==> src/rtl/ru_wr_arbiter.sv <==
// Round-robin arbiter sharing the register-bank write port among NREQ writeback sources.
// The winning request is registered, so the bank sees at most one clean write per cycle.
module ru_wr_arbiter #(
    parameter int unsigned NREQ = 2,
    parameter int unsigned XLEN = 32,
    parameter int unsigned AW   = 5
) (
    input  logic                      clk,
    input  logic                      rst_n,
    input  logic [NREQ-1:0]           req_valid,
    output logic [NREQ-1:0]           req_ready,
    input  logic [NREQ*AW-1:0]        req_rd,
    input  logic [NREQ*XLEN-1:0]      req_data,
    output logic [AW-1:0]             rd,
    output logic [XLEN-1:0]           DataWr,
    output logic                      RUWr,
    output logic [$clog2(NREQ)-1:0]   grant_idx
);

    localparam int unsigned IW = $clog2(NREQ);
    // One spare bit so ptr + k can exceed NREQ before the modulo fold.
    localparam int unsigned SW = IW + 1;

    logic [IW-1:0]   ptr_q, ptr_d;
    logic [IW-1:0]   win_idx;
    logic            win_found;
    logic [SW-1:0]   idx_sum;
    logic [AW-1:0]   sel_rd;
    logic [XLEN-1:0] sel_data;

    always_comb begin
        win_found = 1'b0;
        win_idx   = '0;
        idx_sum   = '0;
        for (int unsigned k = 0; k < NREQ; k++) begin
            idx_sum = {1'b0, ptr_q} + SW'(k);
            if (idx_sum >= SW'(NREQ)) begin
                idx_sum = idx_sum - SW'(NREQ);
            end
            if (!win_found && req_valid[idx_sum[IW-1:0]]) begin
                win_found = 1'b1;
                win_idx   = idx_sum[IW-1:0];
            end
        end
    end

    always_comb begin
        req_ready = '0;
        sel_rd    = '0;
        sel_data  = '0;
        for (int unsigned i = 0; i < NREQ; i++) begin
            if (win_idx == IW'(i)) begin
                req_ready[i] = win_found;
                sel_rd       = req_rd[i*AW +: AW];
                sel_data     = req_data[i*XLEN +: XLEN];
            end
        end
    end

    always_comb begin
        ptr_d = ptr_q;
        if (win_found) begin
            ptr_d = (win_idx == IW'(NREQ - 1)) ? '0 : win_idx + IW'(1);
        end
    end

    // A transfer happens exactly when a winner exists, since ready is driven only for it.
    always_ff @(posedge clk or negedge rst_n) begin
        if (!rst_n) begin
            rd        <= '0;
            DataWr    <= '0;
            RUWr      <= 1'b0;
            grant_idx <= '0;
            ptr_q     <= '0;
        end else begin
            RUWr  <= 1'b0;
            ptr_q <= ptr_d;
            if (win_found) begin
                rd        <= sel_rd;
                DataWr    <= sel_data;
                RUWr      <= (sel_rd != '0);
                grant_idx <= win_idx;
            end
        end
    end

endmodule

==> config.mk <==
export PLATFORM = sky130hd
export DESIGN_NAME = ru_wr_arbiter
export DESIGN_NICKNAME = d
export VERILOG_FILES = /design/src/rtl/ru_wr_arbiter.sv
export SDC_FILE = /design/constraint.sdc
export NUM_CORES = 1
export LEC_CHECK = 0
export CORE_MARGIN = 4
export CORE_UTILIZATION = 35
export DETAILED_ROUTE_END_ITERATION = 16
export PLACE_DENSITY_LB_ADDON = 0.3
export SYNTH_ARGS = -nofsm -noshare
export SYNTH_HDL_FRONTEND = slang
export SYNTH_SLANG_ARGS = --single-unit
==> constraint.sdc <==
create_clock -name clk -period 1.4 [get_ports clk]
set_clock_uncertainty 0.15 [all_clocks]
set_input_delay 0.14 -clock clk [delete_from_list [all_inputs] [get_ports clk]]
set_output_delay 0.14 -clock clk [all_outputs]
set_load 0.005 [all_outputs]
==> reports/metrics.yaml, run 1 <==
critical_path:
  r2r_setup_slack_ns: 0.10
  timing.rr.start: "ptr_q"
  critical_path_class: "flip-flop to primary output"
  critPathLaunchType: "flip-flop"
  rr_worst_depth: 3
  crit_fanout: 3
  r2r_end: "RUWr"
  crit_path_end_kind: "primary output"
  cp.required_ns: 1.11
  cp_data_arrival_time_ns: 1.08
clock_tree:
  cts_num_sinks: 40
  root_buffer: "clkbuf_8"
  cts_buffers: 5
  clk_pin_slew_worst_paths_ns: 0.08
  cts_tree: "done"
  clk_latency_ns: 0.29
  cts_htree_levels: 2
  cts_buffer_depth: 2
placed_design:
  place_area_um2: 3480
  hpwl_um: 4630
  port-buffer-count: 118
  routabilityCongestion: 0.753
power:
  p_per_area_nw_per_um2: 958
  power_frac_seq: 0.388
  fin_total_pwr_mw: 3.57
  p_sw_mw: 0.930
  power_frac_comb: 0.320
  intPower_mw: 2.64
  ir_drop_v: 0.000457
  switching_share: 0.261
  p_leak_nw: 1.64
  pwr-share-clk: 0.291
synthesis:
  synth_cell_type_count: 18
  synth_most_common_cell: "nor2_1"
  synth_top_cell_area_share: 0.468
  synth_edf_count: 0
  syn-num-nets: 296
  ys.flop_type: "dfrtp_1"
  synth.cells.most_frequent: "76 x nor2_1, 40 x dfrtp_1, 38 x o22ai_1"
  yosys_register_bits: 40
  async_flop_share: 1.00
  yosys_warnings: 0
  synth-seq-area-share: 0.468
  yosysTopAreaCell: "dfrtp_1"
  synth_area_per_cell_um2: 9.80
  netlist_area_um2: 2140
  ys_top_cells_by_area: "dfrtp_1 47%, nor2_1 13%, o22ai_1 11%"
  synth_cells: 218
finish:
  antenna_cells: 0
  final_area_um2: 3720
  n_fill_cell: 534
  fin_nets: 433
  area_growth_pct: 74.2
  drive_gt1_frac: 0.208
sta:
  finalMaxSlewViolations: 0
  tns_ns: 0
  hold_viol: 0
  whs_ns: 0.204
  clock.fmax_mhz: 729
  max-slew-margin-rel: 0.792
  finalSetupViolCount: 0
  tightest_slew_ns: 0.312
  period_needed_ns: 1.37
  fin_crit_sh: 0.979
  rsz0062_at_grt: "yes"
floorplan:
  die_x_um: 86.1
  fp-row-count: 28
  core_area_um2: 5920
  start_util: 0.361
  die_h_um: 86.1
  ios: 119
  dieArea_um2: 7420
worst_hold_path:
  hold_end: "grant_idx"
  min_path_type: "input pin to flip-flop"
  worstHoldPathCells: 5
  min_from: "req_valid[1]"
global_route:
  grt_util_met3: 0.0480
  grt_pass1_wl_um: 10100
  grt_max_degree: 41
  top_usage_layer: "met2"
  first_global_vias: 2193
  antenna_found_initial: 0
  overflow: 0
  use_met2: 0.308
  grt.total_usage: 0.171
  grtUsageMet1: 0.198
routing:
  detail_route.wl_per_cell_um: 15.8
  viasPerCell: 4.97
  vias: 2143
  first_pass_iters: 4
  post-route-drc-count: 0
  ant_nets: 0
  drt-total-wl_um: 6830
  drt_iter0_drc: 89
run_status:
  status: "finished clean"
run:
  max_cap_violations: 0
-- repair_timing --
item,in CTS,in global routing
hold buffers,1,0
cloned,0,3
hold endpoints to repair,40,0
pin swaps,1,2
setup buffers,5,1
gates resized for setup,48,10
endpoints found under the setup margin,41,40
-- how the worst max path moves through the flow --
stage,from,to,slack (ns)
after floorplan,ptr_q,DataWr[24],0.09
after global placement,req_valid[0],req_ready[0],-0.33
after detailed placement,req_valid[0],req_ready[0],-0.35
after CTS,ptr_q,req_ready[1],0.004
after global routing,ptr_q,req_ready[0],-0.03
final,ptr_q,req_ready[0],0.03
-- power groups by stage --
stage / clock network, mW / logic [mW] / registers, mW
floorplan: 0 / 0.430 / 1.42
global placement: 0 / 1.14 / 1.40
detailed placement: 0 / 1.15 / 1.42
CTS: 1.07 / 1.08 / 1.39
global route: 1.12 / 1.24 / 1.41
finish: 1.04 / 1.14 / 1.39
-- cell type report --
cell class                 instances  area [um2]  area share
sequential                        40        1000       0.269
inverter                           4        15.0     0.00403
clock buffer                       7        96.3      0.0259
tap                               75        93.8      0.0252
multi-input combinational        158        1050       0.283
clock inverter                     1        30.0     0.00806
timing repair buffer             146        1440       0.385
-- kinds of logic after synthesis --
kind of cell	after synthesis	share of synthesized area
AO/OA/AOI/OAI	42	0.124
buffers and inverters	20	0.0544
flip-flops	40	0.468
multiplexers	37	0.211
AND/OR/NAND/NOR	79	0.142
-- registers in the layout, indices dropped and copies added, names as in the netlist --
signal and count:
ptr_q 1, rd 5, RUWr 1, grant_idx 1, DataWr 32
-- metal layers --
layer	wire length [um]	up-vias
met4	76	0
li1	-	1039
met1	2850	1026
met2	3420	74
met3	487	4
met5	0	-
-- layout by cell type, fill, tap and decap left out --
cell	Yosys	final
mux2_4	9	9
or4_1	2	2
o22ai_1	38	36
clkbuf_8	0	7
clkbuf_2	0	1
bufinv_16	0	1
nor2_1	76	76
buf_12	0	3
o21a_1	1	1
buf_4	1	18
inv_1	3	3
a21bo_2	1	1
clkbuf_16	0	3
o21ai_2	0	1
buf_8	0	1
o22ai_2	0	2
nand2_8	0	1
dlygate4sd2_1	0	40
mux2_1	8	8
buf_2	6	2
mux2_2	20	20
dlygate4sd3_1	0	1
dfrtp_1	40	40
clkdlybuf4s50_1	0	74
buf_6	4	3
o21ai_1	2	1
inv_2	1	1
-- critical path, stage by stage (launching register included) --
cell and delay [ns]:
dfrtp_1 0.42, a21bo_2 0.22, inv_2 0.06, buf_6 0.09
-- through the flow --
step | std cells | setup WS, ns | utilization
global route | 431 | -0.0281 | 0.629
detailed placement | 414 | -0.350 | 0.588
floorplan | 218 | 0.0886 | -
CTS | 428 | 0.00417 | 0.609
global placement | 414 | -0.335 | 0.588
finish | 431 | 0.0288 | 0.629
Note: power is estimated with default switching activity, not from simulation.
==> inputs of run 2 (changes only) <==
Settings changed: PLACE_DENSITY set to 0.74, PLACE_DENSITY_LB_ADDON 0.3 to unset.
==> run 2 against run 1 <==
Compared with the run above: clock power decreased by 24%; power shrank 9.3%; utilization fell by 2.5 points; final cell count decreased by 1.4%; largest cell class unchanged; largest power group unchanged.
==> reports/metrics.yaml, run 2 (synthesis results as in run 1) <==
run_status:
  status: "finished clean"  # unchanged
critical_path:
  timing.rr.start: "ptr_q"  # unchanged
  crit_fanout: 3  # unchanged
  rr_worst_depth: 4  # was 3
  r2r_setup_slack_ns: 0.09  # was 0.10 ns
  crit_path_end_kind: "primary output"  # unchanged
  critical_path_class: "flip-flop to primary output"  # unchanged
  critPathLaunch: "ptr_q"  # unchanged
  critPathLaunchType: "flip-flop"  # unchanged
  cp.required_ns: 1.11  # about the same
  r2r_end: "DataWr[27]"  # was RUWr
  cp_data_arrival_time_ns: 1.08  # about the same
clock_tree:
  clk_pin_slew_worst_paths_ns: 0.07  # was 0.08 ns
  cts_buffer_depth: 2  # unchanged
  root_buffer: "clkbuf_8"  # unchanged
  cts_num_sinks: 40  # unchanged
  cts_htree_levels: 2  # unchanged
  cts_buffers: 5  # unchanged
  cts_tree: "done"  # unchanged
  clk_latency_ns: 0.28  # was 0.29 ns
floorplan:
  core_area_um2: 5920  # unchanged
  die_x_um: 86.1  # unchanged
  fp-row-count: 28  # unchanged
  start_util: 0.361  # unchanged
  dieArea_um2: 7420  # unchanged
  ios: 119  # unchanged
  die_h_um: 86.1  # unchanged
power:
  ir_drop_v: 0.000386  # was 0.000457 V
  fin_total_pwr_mw: 3.24  # was 3.57 mW
  p_leak_nw: 1.56  # was 1.64 nW
  p_per_area_nw_per_um2: 906  # was 958 nW/um2
finish:
  reg_top3: "DataWr: 32 flops, rd: 5 flops"  # unchanged
  top_register: "DataWr"  # unchanged
  antenna_cells: 0  # unchanged
  largest_reg_flops: 32  # unchanged
  layout_common_cells: "76 x nor2_1, 74 x clkdlybuf4s50_1, 40 x dfrtp_1, 40 x dlygate4sd2_1, 38 x o22ai_1"  # was 76 x nor2_1, 74 x clkdlybuf4s50_1, 40 x dfrtp_1, 40 x dlygate4sd2_1, 36 x o22ai_1
  fin_nets: 427  # was 433
  final_common_cell: "nor2_1"  # unchanged
  drive_gt1_frac: 0.183  # was 0.208
  area_growth_pct: 67.2  # was 74.2%
  final_cells: 425  # was 431
routing:
  ant_nets: 0  # unchanged
  drt-total-wl_um: 6560  # was 6830 um
  first_pass_iters: 4  # unchanged
  detail_route.wl_per_cell_um: 15.4  # was 15.8 um
  viasPerCell: 4.87  # was 4.97
  drt_iter0_drc: 66  # was 89
  vias: 2071  # was 2,143
  post-route-drc-count: 0  # unchanged
global_route:
  antenna_found_initial: 0  # unchanged
  grt_max_degree: 41  # unchanged
  overflow: 0  # unchanged
  grt_pass1_wl_um: 10100  # about the same
  first_global_vias: 2162  # was 2,193
  grt.total_usage: 0.171  # about the same
sta:
  finalMaxSlewViolations: 0  # unchanged
  tns_ns: 0  # unchanged
  rsz0062_at_grt: "yes"  # unchanged
  finalSetupViolCount: 0  # unchanged
  period_needed_ns: 1.37  # about the same
  fin_crit_sh: 0.978  # was 0.979
  clock.fmax_mhz: 730  # was 729 MHz
  tightest_slew_ns: 0.258  # was 0.312 ns
  hold_viol: 0  # unchanged
  max-slew-margin-rel: 0.828  # was 0.792
  whs_ns: 0.113  # was 0.204 ns
worst_hold_path:
  min_from: "req_valid[1]"  # unchanged
  min_path_type: "input pin to flip-flop"  # unchanged
  worstHoldPathCells: 4  # was 5
  hold_end: "grant_idx"  # unchanged
placed_design:
  hpwl_um: 4500  # was 4630 um
  dp_cells: 413  # was 414
  port-buffer-count: 118  # unchanged
  routabilityCongestion: 0.759  # was 0.753
run:
  max_cap_violations: 0  # unchanged
run 2: cell types whose count changed in the layout (fill, tap and decap cells not counted), moves of 2 or more:
cell and delta:
buf_4 -2, clkbuf_1 +2, buf_6 -2, clkbuf_16 -2, o22ai_1 +2, o22ai_2 -2
run 2: final cells by class:
cell class                      instances  area [um2]
Multi-Input combinational cell        158        1030
Fill cell                             545        2350
Clock buffer                            8        90.1
Inverter                                4        15.0
Timing Repair Buffer                  140        1350
Sequential cell                        40        1000
Tap cell                               75        93.8
run 2: what timing repair did:
| action | 4_1_cts | 5_1_grt |
|---|---|---|
| setup endpoints to repair | 42 | 7 |
| gates cloned | 0 | 1 |
| pin swaps | 2 | 0 |
| hold buffers | 1 | 0 |
| buffers inserted | 2 | 0 |
| gates resized for setup | 50 | 3 |
| hold endpoints to repair | 40 | 0 |
run 2: per-stage QoR:
step | utilization | worst slack [ns] | cell area, um2
3_5_place_dp | 0.587 | -0.357 | 3470
6_report | 0.604 | 0.0303 | 3570
4_1_cts | 0.597 | 0.0211 | 3540
5_1_grt | 0.604 | -0.0222 | 3570
3_3_place_gp | 0.587 | -0.343 | 3470
2_1_floorplan | - | 0.0886 | 2140
run 2: worst max-delay path by stage:
stage	end	slack, ns
final	req_ready[0]	0.03
after global routing	req_ready[0]	-0.02
after CTS	req_ready[0]	0.02
after detailed placement	req_ready[0]	-0.36
after global placement	req_ready[0]	-0.34
after floorplan	DataWr[24]	0.09
run 2: worst max-delay path, cell delays in order, from the launching register on:
cell     delay, ns
dfrtp_1       0.41
a21bo_2       0.23
inv_2         0.06
buf_6         0.09
run 2: power breakdown:
group | switching, mW | internal (mW) | leakage (nW)
combinational | 0.418 | 0.645 | 1.06
sequential | 0.0743 | 1.31 | 0.458
clock | 0.386 | 0.402 | 0.0455
total | 0.878 | 2.36 | 1.56
run 2: routing by layer:
metal	global-route usage	vias up	wire length (um)	share of wire
li1	-	1028	-	-
met1	0.196	969	2690	0.41
met2	0.310	69	3370	0.51
met3	0.0548	5	457	0.070
met4	0.0374	0	44	0.0067
met5	0	-	0	0
==> inputs of run 3 (changes only) <==
Settings changed: GPL_ROUTABILITY_DRIVEN set to 1, GPL_TIMING_DRIVEN set to 0.
==> run 3 against run 2 <==
Compared with the run above: the run now ends with negative setup slack left; critical path depth up 1; die area unchanged; sequential cell count unchanged; power up 10%; register-to-register slack worse by 0.11 ns; critical path type unchanged.
==> reports/metrics.yaml, run 3 (synthesis results as in run 1) <==
floorplan:
  start_util: 0.361  # unchanged
  core_area_um2: 5920  # unchanged
  die_h_um: 86.1  # unchanged
  fp-row-count: 28  # unchanged
  die_x_um: 86.1  # unchanged
  ios: 119  # unchanged
  dieArea_um2: 7420  # unchanged
sta:
  fin_crit_sh: 1.04  # was 0.978
  finalMaxSlewViolations: 0  # unchanged
  period_needed_ns: 1.46  # was 1.37 ns
  layout_setup_ws_ns: -0.0553  # was 0.0303 ns
  max-slew-margin-rel: 0.609  # was 0.828
  tightest_slew_ns: 0.586  # was 0.258 ns
  whs_ns: 0.140  # was 0.113 ns
  rsz0062_at_grt: "yes"  # unchanged
  hold_viol: 0  # unchanged
  clock.fmax_mhz: 687  # was 730 MHz
  finalSetupViolCount: 10  # was 0
placed_design:
  port-buffer-count: 118  # unchanged
  place_area_um2: 3430  # was 3470 um2
  routabilityCongestion: 0.674  # was 0.759
  hpwl_um: 4700  # was 4500 um
finish:
  ff_latch_area_um2: 1000  # unchanged
  final_util: 0.660  # was 0.604
  drive_gt1_frac: 0.290  # was 0.183
  antenna_cells: 0  # unchanged
  final_area_um2: 3910  # was 3570 um2
  multiInputGateArea_um2: 1180  # was 1030 um2
  area_growth_pct: 82.8  # was 67.2%
  n_fill_cell: 516  # was 545
  fin_nets: 439  # was 427
  layout_common_cells: "74 x clkdlybuf4s50_1, 51 x nor2_1, 41 x dlygate4sd2_1"  # was 76 x nor2_1, 74 x clkdlybuf4s50_1, 40 x dfrtp_1, 40 x dlygate4sd2_1, 38 x o22ai_1
  largest_reg_flops: 32  # unchanged
  top_register: "DataWr"  # unchanged
  final_common_cell: "clkdlybuf4s50_1"  # was nor2_1
  reg_top3: "DataWr: 32 flops, rd: 5 flops"  # unchanged
global_route:
  grt_util_met3: 0.0442  # was 0.0548
  top_usage_layer: "met2"  # unchanged
  first_global_vias: 2225  # was 2,162
  grt.total_usage: 0.184  # was 0.171
  overflow: 0  # unchanged
  grt_max_degree: 27  # was 41
  use_met2: 0.334  # was 0.310
  grtUsageMet1: 0.216  # was 0.196
  grt_pass1_wl_um: 10700  # was 10,100 um
  antenna_found_initial: 0  # unchanged
routing:
  drt-total-wl_um: 6830  # was 6560 um
  vias: 2166  # was 2,071
  viasPerCell: 4.96  # was 4.87
  post-route-drc-count: 0  # unchanged
  detail_route.wl_per_cell_um: 15.6  # was 15.4 um
  ant_nets: 0  # unchanged
  drt_iter0_drc: 69  # was 66
  first_pass_iters: 4  # unchanged
worst_hold_path:
  min_path_type: "input pin to asynchronous set/reset pin"  # was input pin to flip-flop
critical_path:
  path_buf_inv: 3  # was 2
  cpMaxStageDelayCell: "dfrtp_1"  # unchanged
  path_delay_family: "flip-flops"  # unchanged
  path_cells: "buf_4 > o21ai_2 > inv_1 > buf_2"  # was a21bo_2 > inv_2 > buf_6
  crit_fanout: 3  # unchanged
  critical_path_class: "flip-flop to primary output"  # unchanged
  crit_path_end_kind: "primary output"  # unchanged
  cp.required_ns: 1.11  # about the same
  critPathLaunchType: "flip-flop"  # unchanged
  slowest_delay_ns: 0.40  # was 0.41 ns
  cp_data_arrival_time_ns: 1.17  # was 1.08 ns
run:
  max_cap_violations: 0  # unchanged
clock_tree:
  clk_pin_slew_worst_paths_ns: 0.09  # was 0.07 ns
  cts_buffers: 5  # unchanged
  cts_num_sinks: 40  # unchanged
  root_buffer: "clkbuf_8"  # unchanged
  cts_buffer_depth: 2  # unchanged
  cts_htree_levels: 2  # unchanged
  clk_latency_ns: 0.29  # was 0.28 ns
  cts_tree: "done"  # unchanged
power:
  p_leak_nw: 1.67  # was 1.56 nW
  fin_total_pwr_mw: 3.57  # was 3.24 mW
  ir_drop_v: 0.000612  # was 0.000386 V
  p_per_area_nw_per_um2: 914  # was 906 nW/um2
run_status:
  status: "complete, but fails checks"  # was finished clean
  violations: "negative setup slack"
[run 3: final timing paths]
check / start / end / slack [ns] / cells after the start
min in group clk: req_data[0] / DataWr[0] / 0.27 / 3
worst min-delay path: rst_n / rd[0] / 0.14 / 2
max in group asynchronous: rst_n / DataWr[10] / 0.49 / 3
worst max-delay path: ptr_q / req_ready[1] / -0.06 / 4
worst max register to register: ptr_q / DataWr[7] / -0.02 / 6
worst min register to register: grant_idx / grant_idx / 0.38 / 2
[run 3: layout make-up]
class / instances / area share
timing repair buffer: 136 / 0.344
tap: 75 / 0.0240
inverter: 4 / 0.00384
sequential: 40 / 0.256
clock inverter: 3 / 0.0109
buffer: 16 / 0.0410
clock buffer: 5 / 0.0176
multi-input combinational: 158 / 0.303
[run 3: power breakdown]
group | leakage (nW) | switching [mW] | internal (mW)
combinational | 1.16 | 0.491 | 0.751
sequential | 0.458 | 0.0707 | 1.31
clock | 0.0541 | 0.420 | 0.528
total | 1.67 | 0.982 | 2.59
[run 3: repair_timing]
| action | 4_1_cts | 5_1_grt |
|---|---|---|
| endpoints found under the hold margin | 40 | 0 |
| gates resized for setup | 68 | 50 |
| hold buffers | 1 | 0 |
| pin swaps | 2 | 6 |
| gates cloned | 1 | 2 |
| setup buffers | 11 | 2 |
| setup endpoints to repair | 72 | 36 |
[run 3: per-layer routing]
| layer | vias to the layer above | share of wire |
|---|---|---|
| li1 | 1051 | - |
| met1 | 1037 | 0.40 |
| met2 | 72 | 0.54 |
| met3 | 6 | 0.055 |
| met4 | 0 | 0.0081 |
| met5 | - | 0 |
[run 3: through the flow]
| stage | setup WS (ns) | setup TNS [ns] | instances |
|---|---|---|---|
| detailed placement | -0.677 | -15.99 | 412 |
| global route | -0.0985 | -1.51 | 437 |
| global placement | -1.07 | -58.62 | 411 |
| floorplan | 0.0886 | 0 | 218 |
| finish | -0.0553 | -0.177 | 437 |
| CTS | -0.0628 | -0.113 | 433 |
[run 3: worst register-to-register path, stage by stage (launching register included)]
cell and delay, ns:
dfrtp_1 0.40, a21bo_2 0.23, buf_6 0.12, buf_8 0.13, buf_12 0.15, nor2_2 0.08
nor2_1 0.05
